--- src/rtl/data_mem_ctrl.sv ---
// MEM-stage data-memory access controller: turns load/store intent into a req/ack bus
// transaction, holds the pipeline until completion and flags misaligned or timed-out accesses.
module data_mem_ctrl #(
    parameter int TIMEOUT = 255
) (
    input  logic        clk,
    input  logic        rst,
    input  logic        mem_r,
    input  logic        mem_w,
    input  logic [31:0] addr,
    input  logic [31:0] wdata,
    output logic [31:0] Data_in,
    output logic        mem_stall,
    output logic        bus_req,
    output logic        bus_we,
    output logic [31:0] bus_addr,
    output logic [31:0] bus_wdata,
    input  logic [31:0] bus_rdata,
    input  logic        bus_ack,
    output logic        align_err,
    output logic        timeout_err
);

    typedef enum logic [1:0] {
        ST_IDLE = 2'd0,
        ST_REQ  = 2'd1,
        ST_DONE = 2'd2
    } state_t;

    localparam logic [7:0] CNT_LAST = 8'(TIMEOUT - 1);

    state_t     state_reg;
    state_t     state_next;
    logic [7:0] cnt_reg;
    logic       access;
    logic       aligned;
    logic       req_last;

    assign access   = mem_r | mem_w;
    assign aligned  = (addr[1:0] == 2'b00);
    assign req_last = (cnt_reg == CNT_LAST);

    always_ff @(posedge clk) begin
        if (rst) begin
            state_reg <= ST_IDLE;
        end else begin
            state_reg <= state_next;
        end
    end

    // An ack on the same cycle as the limit still counts as a normal completion.
    always_comb begin
        state_next = state_reg;
        case (state_reg)
            ST_IDLE: if (access && aligned)       state_next = ST_REQ;
            ST_REQ:  if (bus_ack || req_last)     state_next = ST_DONE;
            ST_DONE:                              state_next = ST_IDLE;
            default:                              state_next = ST_IDLE;
        endcase
    end

    always_comb begin
        mem_stall = 1'b0;
        case (state_reg)
            ST_IDLE: mem_stall = access & aligned;
            ST_REQ:  mem_stall = 1'b1;
            default: mem_stall = 1'b0;
        endcase
    end

    always_ff @(posedge clk) begin
        if (rst) begin
            Data_in     <= 32'd0;
            bus_req     <= 1'b0;
            bus_we      <= 1'b0;
            bus_addr    <= 32'd0;
            bus_wdata   <= 32'd0;
            align_err   <= 1'b0;
            timeout_err <= 1'b0;
            cnt_reg     <= 8'd0;
        end else begin
            align_err   <= 1'b0;
            timeout_err <= 1'b0;
            case (state_reg)
                ST_IDLE: begin
                    if (access) begin
                        if (aligned) begin
                            bus_addr  <= {addr[31:2], 2'b00};
                            bus_we    <= mem_w;
                            bus_wdata <= wdata;
                            bus_req   <= 1'b1;
                            cnt_reg   <= 8'd0;
                        end else begin
                            align_err <= 1'b1;
                            Data_in   <= 32'd0;
                        end
                    end
                end
                ST_REQ: begin
                    if (bus_ack) begin
                        bus_req <= 1'b0;
                        if (!bus_we) begin
                            Data_in <= bus_rdata;
                        end
                    end else if (req_last) begin
                        bus_req     <= 1'b0;
                        timeout_err <= 1'b1;
                        Data_in     <= 32'd0;
                    end else begin
                        cnt_reg <= cnt_reg + 8'd1;
                    end
                end
                default: ;
            endcase
        end
    end

endmodule
--- config.mk ---
export PLATFORM = sky130hd
export DESIGN_NAME = data_mem_ctrl
export DESIGN_NICKNAME = d
export VERILOG_FILES = /design/src/rtl/data_mem_ctrl.sv
export SDC_FILE = /design/constraint.sdc
export NUM_CORES = 1
export LEC_CHECK = 0
export CAP_MARGIN = 15
export CORE_MARGIN = 3
export CORE_UTILIZATION = 33
export CTS_CLUSTER_SIZE = 14
export DETAILED_ROUTE_END_ITERATION = 16
export GPL_TIMING_DRIVEN = 0
export PLACE_DENSITY = 0.69
export SYNTH_ARGS = -nofsm -noshare
export SYNTH_HDL_FRONTEND = slang
export SYNTH_SLANG_ARGS = --single-unit
--- constraint.sdc ---
create_clock -name clk -period 1.68 [get_ports clk]
set_input_delay 0.336 -clock clk [delete_from_list [all_inputs] [get_ports clk]]
set_output_delay 0.336 -clock clk [all_outputs]
set_load 0.05 [all_outputs]
# Yosys cells after proc, flatten, opt, wreduce, memory -nomap -nowiden
# Cells that the tools add are included.
[totals] register_bits=108 elab_cells=60
[op_classes] add_sub_neg=1 eq_ne=11 muxes=22 bitwise_logic=5 n_reduce_logical=12
[ops] op="32-bit 2-to-1 mux" count=5
[ops] op="32-bit one-hot mux with 2 select lines" count=1
[ops] op="8-bit 2-to-1 mux" count=4
[ops] op="8-bit one-hot mux with 2 select lines" count=1
[ops] op="2-bit inequality test (second input constant)" count=7
[ops] op="5-bit AND reduction" count=2
[ops] op="8-bit by 1-bit adder with 8-bit output (second input constant)" count=1
[ops] op="8-bit == test (second input constant)" count=1
[ops] op="1-bit 2-to-1 mux" count=6
[ops] op="3-bit inequality test (second input constant)" count=2
[ops] op="3-bit OR reduction" count=2
[ops] op="2-bit logical NOT" count=2
[ops] op="2-bit 2-to-1 mux" count=2
[ops] op="1-bit one-hot mux with 2 select lines" count=2
[ops] op="2-bit one-hot mux with 2 select lines" count=1
[ops] op="4-bit AND reduction" count=1
[ops] op="1-bit NOT" count=3
[ops] op="3-bit AND reduction" count=1
[ops] op="2-bit by 1-bit == test with 1-bit output (second input constant)" count=1
[ops] op="2-bit AND reduction" count=1
[ops] op="2-bit nonzero test" count=1
[ops] op="1-bit AND" count=1
[ops] op="1-bit logical AND" count=1
[ops] op="1-bit logical OR" count=1
[ops] op="1-bit OR" count=1

# Depth between registers and ports, before layout
# Gate-level depths: netlist of run 1.
[depth] ltp_word=4 mapped_depth=8

# Worst setup path after synthesis of run 1
# No wires, ideal clock.
[synth_timing] path_type="register -> register" startpoint="reg state_reg[0]" endpoint="reg bus_req" t_arrival_ns=1.993 t_required_ns=1.600 slack_ns=-0.392 stages_incl_launch_ff=6 n_path_buf=1 period_less_slack_ns=2.072 path_cell_list="dfxtp_1 buf_6 o21ba_2 nor3_1 a21oi_1 nor3_1"
[synth_via] elab_chain_len=3
[synth_lines] item="start: declaration" line="32" rtl="state_t state_reg;"
[synth_lines] item="start signal: assignment" line="47" rtl="state_reg <= state_next;"
[synth_lines] item="2-bit by 1-bit == test with 1-bit output or 2-bit logical NOT (tied branches)" line="84" rtl="case (state_reg)"
[synth_lines] item="3-bit inequality test (no source line) (tied with other cells)"
[synth_lines] item="4-bit AND reduction (no source line)"
[synth_lines] item="end signal: assignment" line="91" rtl="bus_req <= 1'b1;"
[synth_lines] item="end signal: assignment" line="101" rtl="bus_req <= 1'b0;"
[synth_lines] item="end signal: assignment" line="106" rtl="bus_req <= 1'b0;"
[synth_lines] item="end: declaration" line="14" rtl="output logic bus_req,"
# Several ways; a longest one is shown, not always the timed one.
# A chain may end at the register's enable or synchronous reset.

# Worst setup path after layout of run 1
[layout_timing] startpoint="reg cnt_reg[0]" endpoint="reg Data_in[29]"
[layout_via] elab_chain_len=3
[layout_lines] item="start: declaration" line="34" rtl="logic [7:0] cnt_reg;"
[layout_lines] item="start signal: assignment" line="110" rtl="cnt_reg <= cnt_reg + 8'd1;"
[layout_lines] item="8-bit == test" line="41" rtl="assign req_last = (cnt_reg == CNT_LAST);"
[layout_lines] item="3-bit inequality test (no source line)"
[layout_lines] item="5-bit AND reduction (no source line)"
[layout_lines] item="end signal: assignment" line="103" rtl="Data_in <= bus_rdata;"
[layout_lines] item="end: declaration" line="12" rtl="output logic [31:0] Data_in,"
# No other way between the ends.

==> results of run 1 <==
[worst min-delay path by stage]
stage                   from  depth (start not counted)  slack [ns]            end
4_1_cts                mem_w                          3        0.40         bus_we
2_1_floorplan     cnt_reg[5]                          2        0.46     cnt_reg[5]
5_1_grt                mem_r                          3        0.41      align_err
6_report               mem_r                          3        0.41      align_err
3_3_place_gp    bus_addr[25]                          2        0.44   bus_addr[25]
3_5_place_dp   bus_wdata[25]                          2        0.45  bus_wdata[25]
[critical path, stage by stage, from the launching register on]
cell and delay [ns]:
dfxtp_2 0.32, inv_2 0.06, ha_4 0.12, and4_4 0.22, a21oi_4 0.06, or4_4 0.48, buf_4 0.18, buf_6 0.13
mux2i_1 0.11
[cell families (layout without fill, tap and decap cells)]
| group | count (synthesis) | count (layout) | synth area share [%] |
|---|---|---|---|
| DFF | 108 | 108 | 50.5 |
| muxes | 32 | 32 | 7.49 |
| other | 1 | 3 | 0.0877 |
| adders and majority gates | 2 | 2 | 0.585 |
| AOI/OAI and AO/OA | 84 | 84 | 10.9 |
| buffers and inverters | 40 | 278 | 5.76 |
| and+or+nand+nor | 232 | 232 | 24.6 |
[placed cells by master, fill, tap and decap left out, types with 3 or more instances in the layout]
master and n:
a21oi_1 37, a21oi_2 33, buf_12 9, buf_2 5
buf_4 19, buf_6 5, bufinv_16 3, clkbuf_1 4
clkbuf_16 13, clkbuf_2 8, clkdlybuf4s15_1 3, clkdlybuf4s15_2 3
clkdlybuf4s50_1 95, dfxtp_1 103, dfxtp_4 3, dlygate4sd2_1 99
inv_1 3, mux2i_1 31, nand2_1 131, nand2_4 31
nand2b_1 33, nand3_1 6, nor2_1 6, nor3_1 3
[synth_stat cells, drive strengths merged (3+ instances only)]
cell / instances
clkbuf: 20
or4: 4
nand3: 7
a21oi: 71
mux2i: 32
dlygate4sd1: 3
inv: 4
nand2b: 33
nor2: 6
nor3b: 4
dfxtp: 108
nand2: 163
buf: 13
nor3: 4
o21ai: 3
[cell type report]
class | instances | area (um2)
diodes | 1 | 2.50
plain buffers | 33 | 302
clock buffers | 12 | 256
clock inverters | 4 | 95.1
fillers | 1070 | 4780
inverters | 4 | 15.0
multi-input cells | 352 | 2320
flip-flops and latches | 108 | 2180
well taps | 168 | 210
repair buffers | 225 | 2210
[metal layers]
metal / vias to the layer above / track usage, % / wire length [um]
met4: 0 / 6.37 / 235
met5: - / 0 / 0
met2: 166 / 31.1 / 6810
met3: 21 / 6.97 / 1030
met1: 2003 / 20.7 / 5610
li1: 2114 / - / -
[stage by stage]
stage / instance area, um2 / TNS [ns] / hold slack (ns) / util (%)
after floorplan: 4300 / -0.572 / 0.456 / -
after global placement: 6500 / -74.63 / 0.442 / 52.6
after detailed placement: 6500 / -83.57 / 0.446 / 52.6
after CTS: 7020 / -3.84 / 0.401 / 56.8
after global routing: 7590 / -7.62 / 0.405 / 61.4
final: 7590 / -4.35 / 0.410 / 61.4
[report_power, final]
group | switching [mW] | internal (mW) | total [mW]
sequential | 0.0580 | 2.64 | 2.70
clock | 0.912 | 1.54 | 2.45
combinational | 0.683 | 0.612 | 1.29
[repair_timing]
item	in CTS	in global routing
gates cloned	3	4
pin swaps	2	64
resized for setup	150	140
setup buffers	13	9
setup endpoints to repair	203	97
==> flow_metrics.env, run 1 <==
export IMPL_run_status="finished with violations"
export IMPL_violations="setup timing"
export IMPL_placement_setup_worst_slack_ns=-1.00
export IMPL_rsz0062_at_grt="yes"
export IMPL_place_congestion=0.777
export IMPL_fp_coreArea_mm2=0.0124
export IMPL_crit_path_capture="Data_in[29]"
export IMPL_crit_path_end_kind="register"
export IMPL_ys_warn_count=0
export IMPL_post_route_period_util_pct=108
export IMPL_worstSkewPairLatency_ns=0.35
export IMPL_drt_drc_violations_left=0
export IMPL_power_density_mw_per_mm2=849
export IMPL_leakagePower_nw=3.27
export IMPL_initial_antenna_violation_count=1
export IMPL_post_layout_nonfiller_instances=907
export IMPL_numPlacedInstances=867
export IMPL_chipWidth_um=120
export IMPL_slew_headroom_pct=63.1
export IMPL_synth_area_leader_cell="dfxtp_1"
export IMPL_residual_overflow_from_global_routing=0
export IMPL_layout_nets=836
export IMPL_placement_io_buffers=199
export IMPL_vdd_ir_drop_max_uv=761
export IMPL_drt_wl_total_um=13700
export IMPL_initial_core_util_pct=34.6
export IMPL_grt_pass1_wl_um=21100
export IMPL_drt_first_iter_violations=172
export IMPL_ctsHoldBuffers=0
export IMPL_ys_types=40
export IMPL_routed_wire_length_per_instance_um=15.1
export IMPL_netlist_area_leader_share_pct=50.5
export IMPL_grt_util_all_layers_pct=18.2
export IMPL_ys_flop_type="dfxtp_1"
export IMPL_fin_clk_skew_ns=0.00587
export IMPL_share_of_final_layout_standard_cells_stronger_than_drive_strength_1_pct=21.7
export IMPL_tritoncts_num_sinks=108
export IMPL_synthToLayoutAreaGrowth_pct=77.3
export IMPL_timing_rr_start="cnt_reg[0]"
export IMPL_htree_num_levels=3
export IMPL_synth_enable_flop_cells=0
export IMPL_final_setup_worst_slack_ns=-0.134
export IMPL_grt_start_max_net_pins=17
export IMPL_worst_setup_sp_type="register"
export IMPL_pin_count=202
export IMPL_worst_slew_pin_transition_ns=0.553
export IMPL_arrival_ns=2.05
export IMPL_rr_endpoint="Data_in[29]"
export IMPL_number_of_cell_instances_on_the_worst_register_to_register_path=8
export IMPL_post_synth_main_area_contributors="dfxtp_1 51%, nand2_1 14%, a21oi_1 8.2%"
export IMPL_antenna_left=0
export IMPL_worstHoldPathType="in2reg"
export IMPL_netlist_area_before_placement_mm2=0.00428
export IMPL_cts_buffers_inserted=9
export IMPL_period_needed_ns=1.81
export IMPL_rrSetupSlack_ns=-0.13
export IMPL_vert_die_dim_um=120
export IMPL_seq_area_frac_synth_pct=50.5
export IMPL_setup_viol=65
export IMPL_ys_ff_latch=108
export IMPL_totalPowerFinal_mw=6.44
export IMPL_cp_startpoint="cnt_reg[0]"
export IMPL_first_pass_drt_iterations=4
export IMPL_postSynth_asyncResetShare_pct=0
export IMPL_cts_root_buf="clkbuf_16"
export IMPL_final_hold_violation_count=0
export IMPL_postSynthCellCount=499
export IMPL_reg_largest_list="Data_in x32, bus_wdata x32, bus_addr x30"
export IMPL_avgViaCountPerCell=4.75
export IMPL_detailroute_via_count=4304
export IMPL_avgSynthCellArea_um2=8.57
export IMPL_rows=40
export IMPL_final_report_max_slew_violation_count=0
export IMPL_maxClockFrequency_ghz=0.551
export IMPL_clock_tree_from_tritoncts="done"
export IMPL_critical_path_required_ns=1.92
export IMPL_grt_pass1_vias=4357
export IMPL_clk_transition_reported_paths_ns=0.07
export IMPL_die_area_mm2=0.0144
export IMPL_worstSetupPathType="reg2reg"
export IMPL_buffer_depth_of_the_longest_clock_path=2
export IMPL_timing_max_cap_violations=0
export IMPL_detailedPlacementHpwl_um=9580
export IMPL_timing_critical_path_fanout_max=5
(Power assumes the default switching activity.)
==> run 2: changes to the inputs <==
CORE_MARGIN = not set   (was 3)
PLACE_DENSITY = 0.78   (was 0.69)
==> flow_metrics.env, run 2 (synthesized netlist as in run 1, its figures left out) <==
export IMPL_final_hold_violation_count=0
export IMPL_timing_critical_path_fanout_max=5
export IMPL_crit_path_max_delay_family="simple AND/OR/NAND/NOR gates"
export IMPL_crit_path_cell_trace="ha_4 > and4_4 > a21oi_4 > or4_4 > buf_4 > buf_12 > mux2i_1"
export IMPL_rows=41
export IMPL_grt_pass1_vias=4251
export IMPL_fin_clk_skew_ns=0.0104
export IMPL_crit_path_slowest_cell="or4_4"
export IMPL_antenna_left=0
export IMPL_clk_transition_reported_paths_ns=0.08
export IMPL_slew_headroom_pct=59.3
export IMPL_violations="setup timing"
export IMPL_grt_start_max_net_pins=19
export IMPL_period_needed_ns=1.83
export IMPL_rsz0062_at_grt="yes"
export IMPL_reg_largest_list="Data_in x32, bus_wdata x32, bus_addr x30"
export IMPL_drt_first_iter_violations=202
export IMPL_die_area_mm2=0.0134
export IMPL_maxClockFrequency_ghz=0.546
export IMPL_worstHoldPathType="in2reg"
export IMPL_synthToLayoutAreaGrowth_pct=87.5
export IMPL_timing_critical_path_slowest_cell_delay_ns=0.48
export IMPL_vdd_ir_drop_max_uv=462
export IMPL_routed_wire_length_per_instance_um=16.7
export IMPL_power_density_mw_per_mm2=793
export IMPL_share_of_final_layout_standard_cells_stronger_than_drive_strength_1_pct=30.1
export IMPL_detailedPlacementHpwl_um=9530
export IMPL_critical_path_buf_inv_count=2
export IMPL_place_congestion=0.848
export IMPL_setup_viol=102
export IMPL_worstSkewPairLatency_ns=0.36
export IMPL_avgViaCountPerCell=4.89
export IMPL_insertedDiodeCount=0
export IMPL_timing_max_cap_violations=0
export IMPL_cts_root_buf="clkbuf_16"
export IMPL_fp_coreArea_mm2=0.0126
export IMPL_tritoncts_num_sinks=108
export IMPL_vert_die_dim_um=116
export IMPL_placement_cell_area_mm2=0.00651
export IMPL_grt_util_all_layers_pct=19.7
export IMPL_final_report_max_slew_violation_count=0
export IMPL_htree_num_levels=3
export IMPL_cts_buffers_inserted=9
export IMPL_tns_ns=-8.55
export IMPL_layout_nets=846
export IMPL_final_setup_worst_slack_ns=-0.153
export IMPL_first_pass_drt_iterations=6
export IMPL_layout_cells_most_common_list="103 x dfxtp_1, 103 x nand2_1, 94 x clkdlybuf4s50_1, 94 x dlygate4sd2_1, 56 x a21oi_2"
export IMPL_chipWidth_um=116
export IMPL_post_route_period_util_pct=109
export IMPL_worst_setup_sp_type="register"
export IMPL_utilization_pct=63.6
export IMPL_clock_tree_from_tritoncts="done"
export IMPL_run_status="finished with violations"
export IMPL_critical_path_required_ns=1.92
export IMPL_detailroute_via_count=4503
export IMPL_placement_io_buffers=199
export IMPL_worstSetupPathType="reg2reg"
export IMPL_residual_overflow_from_global_routing=0
export IMPL_register_area_mm2=0.00217
export IMPL_multiInputGateArea_mm2=0.00259
export IMPL_initial_core_util_pct=33.9
export IMPL_buffer_depth_of_the_longest_clock_path=2
export IMPL_nFillCells=979
export IMPL_initial_antenna_violation_count=0
export IMPL_drt_wl_total_um=15300
export IMPL_ctsHoldBuffers=0
export IMPL_grt_pass1_wl_um=20400
export IMPL_stdcell_area_mm2=0.00802
export IMPL_leakagePower_nw=3.42
export IMPL_crit_path_end_kind="register"
export IMPL_drt_drc_violations_left=0
export IMPL_worst_slew_pin_transition_ns=0.611
export IMPL_pin_count=202
export IMPL_arrival_ns=2.07
[run 2: cell types whose count changed in the layout (fill, tap and decap cells not counted), moves of 5 or more]
| cell | delta |
|---|---|
| a21oi_1 | -23 |
| dlygate4sd2_1 | -5 |
| buf_8 | +5 |
| nand2_4 | +17 |
| a21oi_2 | +23 |
| nand2_2 | +11 |
| nand2_1 | -28 |
[run 2: layout make-up]
class	instances	share of cell area [%]
well taps	172	2.68
multi-input cells	352	32.3
flip-flops and latches	108	27.1
clock inverters	6	0.889
inverters	4	0.187
clock buffers	10	2.98
plain buffers	34	4.45
repair buffers	234	29.4
[run 2: routing by layer]
layer	GRT usage, %	up-vias	part of all wire (%)
li1	-	2139	-
met1	21.0	2134	38
met2	35.0	200	51
met3	6.80	30	8.0
met4	9.06	0	2.9
met5	0	-	0
[run 2: final timing paths]
path / endpoint / from / cells past startpoint / slack [ns]
hold reg to reg: bus_wdata[23] / bus_wdata[23] / 2 / 0.46
setup / recovery: Data_in[16] / cnt_reg[1] / 7 / -0.15
setup reg to reg: Data_in[16] / cnt_reg[1] / 7 / -0.15
hold / removal: align_err / mem_r / 3 / 0.43
[run 2: report_power, final]
| part | leakage (nW) | switching [mW] | internal [mW] | total [mW] |
|---|---|---|---|---|
| combinational | 2.39 | 0.750 | 0.683 | 1.43 |
| clock | 0.145 | 1.01 | 1.21 | 2.22 |
| sequential | 0.880 | 0.0715 | 2.64 | 2.71 |
| total | 3.42 | 1.83 | 4.53 | 6.36 |
[run 2: what timing repair did]
item | CTS | global route
setup endpoints to repair | 203 | 101
pin swaps | 2 | 111
gates cloned | 3 | 8
buffers inserted | 14 | 12
resized for setup | 149 | 249
[run 2: metrics by stage]
stage / hold slack [ns] / std cells / setup WS [ns] / total power [mW]
finish: 0.427 / 920 / -0.153 / 6.36
global route: 0.429 / 920 / -0.210 / 6.60
CTS: 0.412 / 902 / -0.153 / 6.12
detailed placement: 0.447 / 871 / -1.04 / 3.85
global placement: 0.441 / 871 / -0.997 / 3.83
floorplan: 0.456 / 500 / -0.0191 / 3.36
[run 2: worst register-to-register path, delay by kind of cell, from the launching register on]
kind | cells | cell delay, ns
AO/OA/AOI/OAI | 1 | 0.06
multiplexers | 1 | 0.11
buffers and inverters | 2 | 0.31
AND/OR/NAND/NOR | 2 | 0.70
flip-flops | 1 | 0.39
adder cells (fa/ha/maj) | 1 | 0.14
==> run 3: changes to the inputs <==
ABC_CLOCK_PERIOD_IN_PS = 1680   (was not set)
==> results of run 3 <==
No change in the layout: final DEF, timing and power equal those of run 2.
